==> src/rtl/pipelined_addsub_if.sv <==
// pipelined_addsub_if: operand/result handshake bundle for the pipelined adder.
interface pipelined_addsub_if #(
    parameter int WIDTH = 32
);
    logic             in_valid;
    logic             in_ready;
    logic [WIDTH-1:0] a;
    logic [WIDTH-1:0] b;
    logic             sub;
    logic             use_cin;
    logic             cin;
    logic             out_valid;
    logic             out_ready;
    logic [WIDTH-1:0] sum;
    logic             carry_out;
    logic             overflow;
    logic             zero;
    modport master (
        output in_valid, a, b, sub, use_cin, cin, out_ready,
        input  in_ready, out_valid, sum, carry_out, overflow, zero
    );
    modport slave (
        input  in_valid, a, b, sub, use_cin, cin, out_ready,
        output in_ready, out_valid, sum, carry_out, overflow, zero
    );
endinterface

==> src/rtl/pipelined_addsub.sv <==
// pipelined_addsub: WIDTH-bit add/sub split into STAGES carry-registered slices with valid/ready flow control.
module pipelined_addsub #(
    parameter int WIDTH  = 32,
    parameter int STAGES = 4
) (
    input  logic              clock,
    input  logic              rst_n,
    pipelined_addsub_if.slave bus
);
    localparam int S = WIDTH / STAGES;
    logic adv;
    assign adv          = !bus.out_valid || bus.out_ready;
    assign bus.in_ready = adv;
    for (genvar k = 0; k < STAGES; k++) begin : g_stage
        // operands shrink by one slice per stage; finished sum bits grow by one
        localparam int W = WIDTH - k * S;
        logic [W-1:0]       a_d, b_d;
        logic [(k+1)*S-1:0] s_d, s_q;
        logic [S:0]         r;
        logic               v_d, c_d, z_d, v_q, c_q, z_q;
        if (k == 0) begin : g_in
            assign a_d = bus.a;
            assign b_d = bus.sub ? ~bus.b : bus.b;
            assign c_d = bus.sub || (bus.use_cin && bus.cin);
            assign v_d = bus.in_valid;
            assign z_d = 1'b1;
            assign s_d = r[S-1:0];
        end else begin : g_in
            assign a_d = g_stage[k-1].g_ops.a_q;
            assign b_d = g_stage[k-1].g_ops.b_q;
            assign c_d = g_stage[k-1].c_q;
            assign v_d = g_stage[k-1].v_q;
            assign z_d = g_stage[k-1].z_q;
            assign s_d = {r[S-1:0], g_stage[k-1].s_q};
        end
        assign r = {1'b0, a_d[S-1:0]} + {1'b0, b_d[S-1:0]} + {{S{1'b0}}, c_d};
        always_ff @(posedge clock or negedge rst_n) begin
            if (!rst_n) begin
                v_q <= 1'b0;
                c_q <= 1'b0;
                z_q <= 1'b0;
                s_q <= '0;
            end else if (adv) begin
                v_q <= v_d;
                c_q <= r[S];
                z_q <= z_d && (r[S-1:0] == '0);
                s_q <= s_d;
            end
        end
        if (k < STAGES - 1) begin : g_ops
            logic [W-S-1:0] a_q, b_q;
            always_ff @(posedge clock or negedge rst_n) begin
                if (!rst_n) begin
                    a_q <= '0;
                    b_q <= '0;
                end else if (adv) begin
                    a_q <= a_d[W-1:S];
                    b_q <= b_d[W-1:S];
                end
            end
        end else begin : g_last
            // carry into the MSB is recovered as a ^ b ^ sum at that bit
            logic o_q;
            always_ff @(posedge clock or negedge rst_n) begin
                if (!rst_n) o_q <= 1'b0;
                else if (adv) o_q <= a_d[S-1] ^ b_d[S-1] ^ r[S-1] ^ r[S];
            end
        end
    end
    assign bus.out_valid = g_stage[STAGES-1].v_q;
    assign bus.sum       = g_stage[STAGES-1].s_q;
    assign bus.carry_out = g_stage[STAGES-1].c_q;
    assign bus.zero      = g_stage[STAGES-1].z_q;
    assign bus.overflow  = g_stage[STAGES-1].g_last.o_q;
endmodule

==> src/flat_wrapper.sv <==
// flat-port wrapper written by rule: the top's interface ports become plain ports
module pipelined_addsub_flat 
#(
    parameter int WIDTH  = 32,
    parameter int STAGES = 4
)
  (clock, rst_n, bus_in_valid, bus_a, bus_b, bus_sub, bus_use_cin, bus_cin, bus_out_ready, bus_in_ready, bus_out_valid, bus_sum, bus_carry_out, bus_overflow, bus_zero);
  pipelined_addsub_if #(.WIDTH(WIDTH)) bus_i ();
  input  logic clock;
  input  logic rst_n;
  input wire logic [$bits(bus_i.in_valid)-1:0] bus_in_valid;
  input wire logic [$bits(bus_i.a)-1:0] bus_a;
  input wire logic [$bits(bus_i.b)-1:0] bus_b;
  input wire logic [$bits(bus_i.sub)-1:0] bus_sub;
  input wire logic [$bits(bus_i.use_cin)-1:0] bus_use_cin;
  input wire logic [$bits(bus_i.cin)-1:0] bus_cin;
  input wire logic [$bits(bus_i.out_ready)-1:0] bus_out_ready;
  output wire logic [$bits(bus_i.in_ready)-1:0] bus_in_ready;
  output wire logic [$bits(bus_i.out_valid)-1:0] bus_out_valid;
  output wire logic [$bits(bus_i.sum)-1:0] bus_sum;
  output wire logic [$bits(bus_i.carry_out)-1:0] bus_carry_out;
  output wire logic [$bits(bus_i.overflow)-1:0] bus_overflow;
  output wire logic [$bits(bus_i.zero)-1:0] bus_zero;
  assign bus_i.in_valid = bus_in_valid;
  assign bus_i.a = bus_a;
  assign bus_i.b = bus_b;
  assign bus_i.sub = bus_sub;
  assign bus_i.use_cin = bus_use_cin;
  assign bus_i.cin = bus_cin;
  assign bus_i.out_ready = bus_out_ready;
  assign bus_in_ready = bus_i.in_ready;
  assign bus_out_valid = bus_i.out_valid;
  assign bus_sum = bus_i.sum;
  assign bus_carry_out = bus_i.carry_out;
  assign bus_overflow = bus_i.overflow;
  assign bus_zero = bus_i.zero;
  pipelined_addsub #(.WIDTH(WIDTH), .STAGES(STAGES)) u_core (.clock(clock), .rst_n(rst_n), .bus(bus_i));
endmodule
==> config.mk <==
export PLATFORM = sky130hd
export DESIGN_NAME = pipelined_addsub_flat
export DESIGN_NICKNAME = d
export VERILOG_FILES = /design/src/rtl/pipelined_addsub_if.sv /design/src/rtl/pipelined_addsub.sv /design/src/flat_wrapper.sv
export SDC_FILE = /design/constraint.sdc
export NUM_CORES = 1
export LEC_CHECK = 0
export BUFFER_PORTS_ARGS = -buffer_cell sky130_fd_sc_hd__buf_2
export CAP_MARGIN = 20
export CORE_ASPECT_RATIO = 1.75
export CORE_MARGIN = 1.5
export CORE_UTILIZATION = 62
export CTS_BUF_LIST = sky130_fd_sc_hd__clkbuf_4 sky130_fd_sc_hd__clkbuf_8 sky130_fd_sc_hd__clkbuf_16
export DETAILED_ROUTE_END_ITERATION = 12
export GPL_ROUTABILITY_DRIVEN = 0
export PLACE_DENSITY = 0.94
export SYNTH_ARGS = -nofsm -noshare
export SYNTH_HDL_FRONTEND = slang
export SYNTH_SLANG_ARGS = --single-unit
==> constraint.sdc <==
create_clock -name clock -period 3.69 [get_ports clock]
set_clock_uncertainty 0.2 [all_clocks]
set_input_delay 0.738 -clock clock [delete_from_list [all_inputs] [get_ports clock]]
set_output_delay 0.738 -clock clock [all_outputs]
set_load 0.01 [all_outputs]
==> results by group <==
Run status
  • Status: complete, no violations

Final layout
  • Final net count: approximately 1,100
  • Area grow syn2layout: 14.94%
  • Sequential cell area: 4730 µm²
  • Footprint of the multi-input gates: 3573 µm²
  • Layout cells sized above 1: between 15 and 20%
  • Finished Layout Cells: 1,203
  • Fillers: 894
  • Post-route cell area: roughly 9800 µm²
  • Antenna cells: 0

Setup path
  • WS Path Type: flip-flop to flip-flop
  • Crit Path Max Fanout: 3
  • CP endpoint kind: flip-flop
  • Critical path, cell by cell: fa_1 > fa_1 > a211oi_1 > o21bai_1 > a21oi_1 > xnor2_1 > nand4_1 > o31ai_1
  • Startpoint types: flip-flop
  • Cell mode on critical path: fa_1
  • Slowest cell delay on critical path: ~0.50 ns
  • Arrival time worst endpoint: 3.06 ns
  • Crit-path slowest cell: fa_1
  • Critical path data required time: 3.83 ns

Yosys
  • Cell taking the most area after synthesis: dfrtp_1
  • Syn Area/Cell: 9.177 µm²
  • Post-Synthesis Cell Area: 8498 µm²
  • Syn_nets: 1,033
  • Synth cell types: 37
  • Register area share after synthesis: 55.65%
  • Synth area leaders: dfrtp_1 (56%), nand2_1 (19%), ha_1 (4.1%)
  • Synthesis Warnings: 0
  • Yosys top cell area share: 55.65%
  • Synth Register Bits: about 190
  • Cell count after synthesis: between 900 and 1,000

Clock network
  • CTS tree: built
  • Post-CTS Setup Inserts: 0
  • Largest buffer count on any clock path: 2
  • Clock latency on the worst-skew pair: 0.44 ns
  • Hold buffer count at CTS: 0
  • PostCTS Resize Cnt: 0
  • CTS Root Cell: clkbuf_16
  • H-tree Lvls: 4
  • CTS clock-pin slew for the worst setup and hold paths: about 0.070 ns
  • Total CTS buffers: 17
  • TritonCTS Sinks: 189

STA
  • Post-route setup TNS: 0 ns
  • F_max: around 0.34 GHz
  • RSZ-0062 raised after global routing: false
  • Final hold violations: 0
  • Min Tclk post-route: 2.916 ns
  • Fin crit share: 79.02%
  • Max_slew headroom: 44.26%
  • Worst Tran Pin Value: 0.8361 ns
  • Finish-stage setup viols: 0
  • PnR worst setup slack: 0.7742 ns
  • Max Transition Viols Final: 0

GRT
  • Vias in the first global route: 6,637
  • Grt ovf: 0
  • Initial antenna violation count: 0
  • Largest net degree at the start of global routing: 95
  • Gr usage total: 28.04%
  • Global-route wire length before repair: 31.22 mm

Power
  • Power per standard cell area: 893.3 nW/µm²
  • Lkg Pwr: 5.066 nW
  • Power Total: 8.726 mW
  • Maximum vdd drop: 0.0004815 V

Floorplan
  • Starting Density: a little under two thirds
  • CORE AREA: 13,380 µm²
  • Die area: roughly 14,000 µm²
  • Vert. Die Dim: 157.9 µm
  • Die Wd: 91.50 µm
  • FP Rows: 56
  • Io pins: roughly 110

Place
  • Cells after DPL: 1,172
  • Port Buf Inserts: 107
  • Hpwl dp: 12.28 mm
  • Pre-CTS WS: 0.5516 ns
  • Dpl cell area: 9188 µm²

Routing
  • DR iter-0 viols: 605
  • Vias: 6,603
  • Antenna Nets Post-Route: 0
  • DR vias/cell: around 5.5
  • Wire per inst: 15.77 µm
  • Final WL: 18.97 mm
  • Number of remaining DRC errors: 0
  • Drt first pass iters: 5

Worst hold path
  • Hold crit path type: primary input to async pin

Flow run
  • Max-Cap Viols: 0
==> logic make-up after synthesis <==
| kind of cell | synth area share [%] |
|---|---|
| AOI/OAI and AO/OA | 7.067 |
| xor gates and xnor gates | 5.771 |
| adders and majority gates | 6.007 |
| buffers and inverters | 2.385 |
| DFF | 55.65 |
| muxes | 0.7950 |
| and+or+nand+nor | 22.32 |
==> stage by stage <==
step                hold WS [ns]  utilization [%]
global placement          0.2443            68.65
CTS                       0.1881            72.99
global route              0.2093            72.99
finish                    0.1342            72.99
detailed placement        0.2520            68.65
floorplan                 0.2300                -
==> report_power, final <==
part	switching, mW	internal [mW]	total, mW	leakage (nW)
clock	0.792	1.01	1.81	0.279
sequential	0.581	2.99	3.57	2.29
combinational	2.02	1.33	3.35	2.50
==> sequential cells by signal (all words and copies together) (netlist names) <==
signal,flops
u_core.g_stage.z_q,3
u_core.bus.carry_out,1
u_core.g_stage.c_q,3
u_core.g_stage.v_q,3
u_core.g_stage.s_q,48
u_core.bus.overflow,1
u_core.g_stage.g_ops.a_q,48
u_core.bus.sum,32
u_core.g_stage.g_ops.b_q,48
u_core.bus.zero,1
u_core.bus.out_valid,1
==> metal layers <==
| metal | up-vias | global-route usage (%) | routed length, µm |
|---|---|---|---|
| li1 | 3127 | - | - |
| met1 | 3198 | 30.53 | 6968 |
| met2 | 216 | 52.03 | 10420 |
| met3 | 62 | 4.467 | 757 |
| met4 | 0 | 14.43 | 829 |
| met5 | - | 0 | 0 |
==> path summary, 6_finish.rpt <==
check | startpoint | end | slack [ns] | cells after the start
hold reg to reg | u_core.bus.sum[11]$_DFFE_PN0P_ | u_core.bus.sum[11]$_DFFE_PN0P_ | 0.26 | 2
max in group asynchronous | rst_n | u_core.g_stage[1].g_ops.b_q[11]$_DFFE_PN0P_ | 2.34 | 2
min in group clock | u_core.bus.sum[11]$_DFFE_PN0P_ | u_core.bus.sum[11]$_DFFE_PN0P_ | 0.26 | 2
setup reg to reg | u_core.g_stage[1].g_ops.b_q[0]$_DFFE_PN0P_ | u_core.g_stage[2].z_q$_DFFE_PN0P_ | 0.77 | 8
setup / recovery | u_core.g_stage[1].g_ops.b_q[0]$_DFFE_PN0P_ | u_core.g_stage[2].z_q$_DFFE_PN0P_ | 0.77 | 8
hold / removal | rst_n | u_core.g_stage[0].s_q[0]$_DFFE_PN0P_ | 0.13 | 1
==> area by class of cell <==
| class | count | share of cell area (%) |
|---|---|---|
| clock inverters | 13 | 1.447 |
| multi-input cells | 686 | 36.58 |
| flip-flops and latches | 189 | 48.42 |
| inverters | 6 | 0.2562 |
| well taps | 174 | 2.229 |
| repair buffers | 117 | 6.571 |
| clock buffers | 18 | 4.496 |
==> critical path, delay by kind of cell (launching register included) <==
| kind | cells | cell delay (ns) |
|---|---|---|
| compound gates | 4 | 0.93 |
| xor+xnor | 1 | 0.19 |
| fa+ha+maj | 2 | 0.95 |
| flops | 1 | 0.41 |
| simple gates | 1 | 0.14 |
==> synth_stat cells <==
| cell type | number |
|---|---|
| inv_1 | 6 |
| xnor2_1 | 36 |
| nor3_1 | 1 |
| mux2_2 | 6 |
| or4_1 | 2 |
| o21a_1 | 5 |
| buf_1 | 5 |
| dfrtp_1 | 189 |
| and4b_1 | 1 |
| o21bai_1 | 3 |
| nand2b_1 | 6 |
| a21oi_1 | 23 |
| a31oi_1 | 3 |
| nor2b_1 | 1 |
| a41o_1 | 1 |
| a211oi_1 | 2 |
| ha_1 | 28 |
| nor2_1 | 29 |
| a21o_1 | 7 |
| nor4_1 | 1 |
| clkbuf_1 | 31 |
| or2_2 | 1 |
| a21o_2 | 1 |
| o21ai_0 | 50 |
| or3_1 | 2 |
| and3_1 | 2 |
| o31ai_1 | 3 |
| nand3_1 | 4 |
| fa_1 | 8 |
| nand4_1 | 4 |
| a211oi_2 | 3 |
| nand2_1 | 430 |
| xor2_1 | 20 |
| and4_1 | 1 |
| a32o_1 | 1 |
| nand4b_1 | 1 |
| buf_2 | 9 |
==> placed cells by master (no fill, tap or decap), drive strengths merged, types with 4 or more instances in the layout <==
cell,synthesis,layout
inv,6,8
mux2,6,6
clkinv,0,6
nand2,430,430
nand3,4,4
dfrtp,189,189
clkbuf,31,18
buf,14,117
xnor2,36,36
fa,8,8
a21o,8,8
xor2,20,20
a21oi,23,23
a211oi,5,5
o21a,5,5
ha,28,28
nor2,29,29
nand4,4,4
o21ai,50,50
nand2b,6,6
Power figures use the tool's default switching activity.
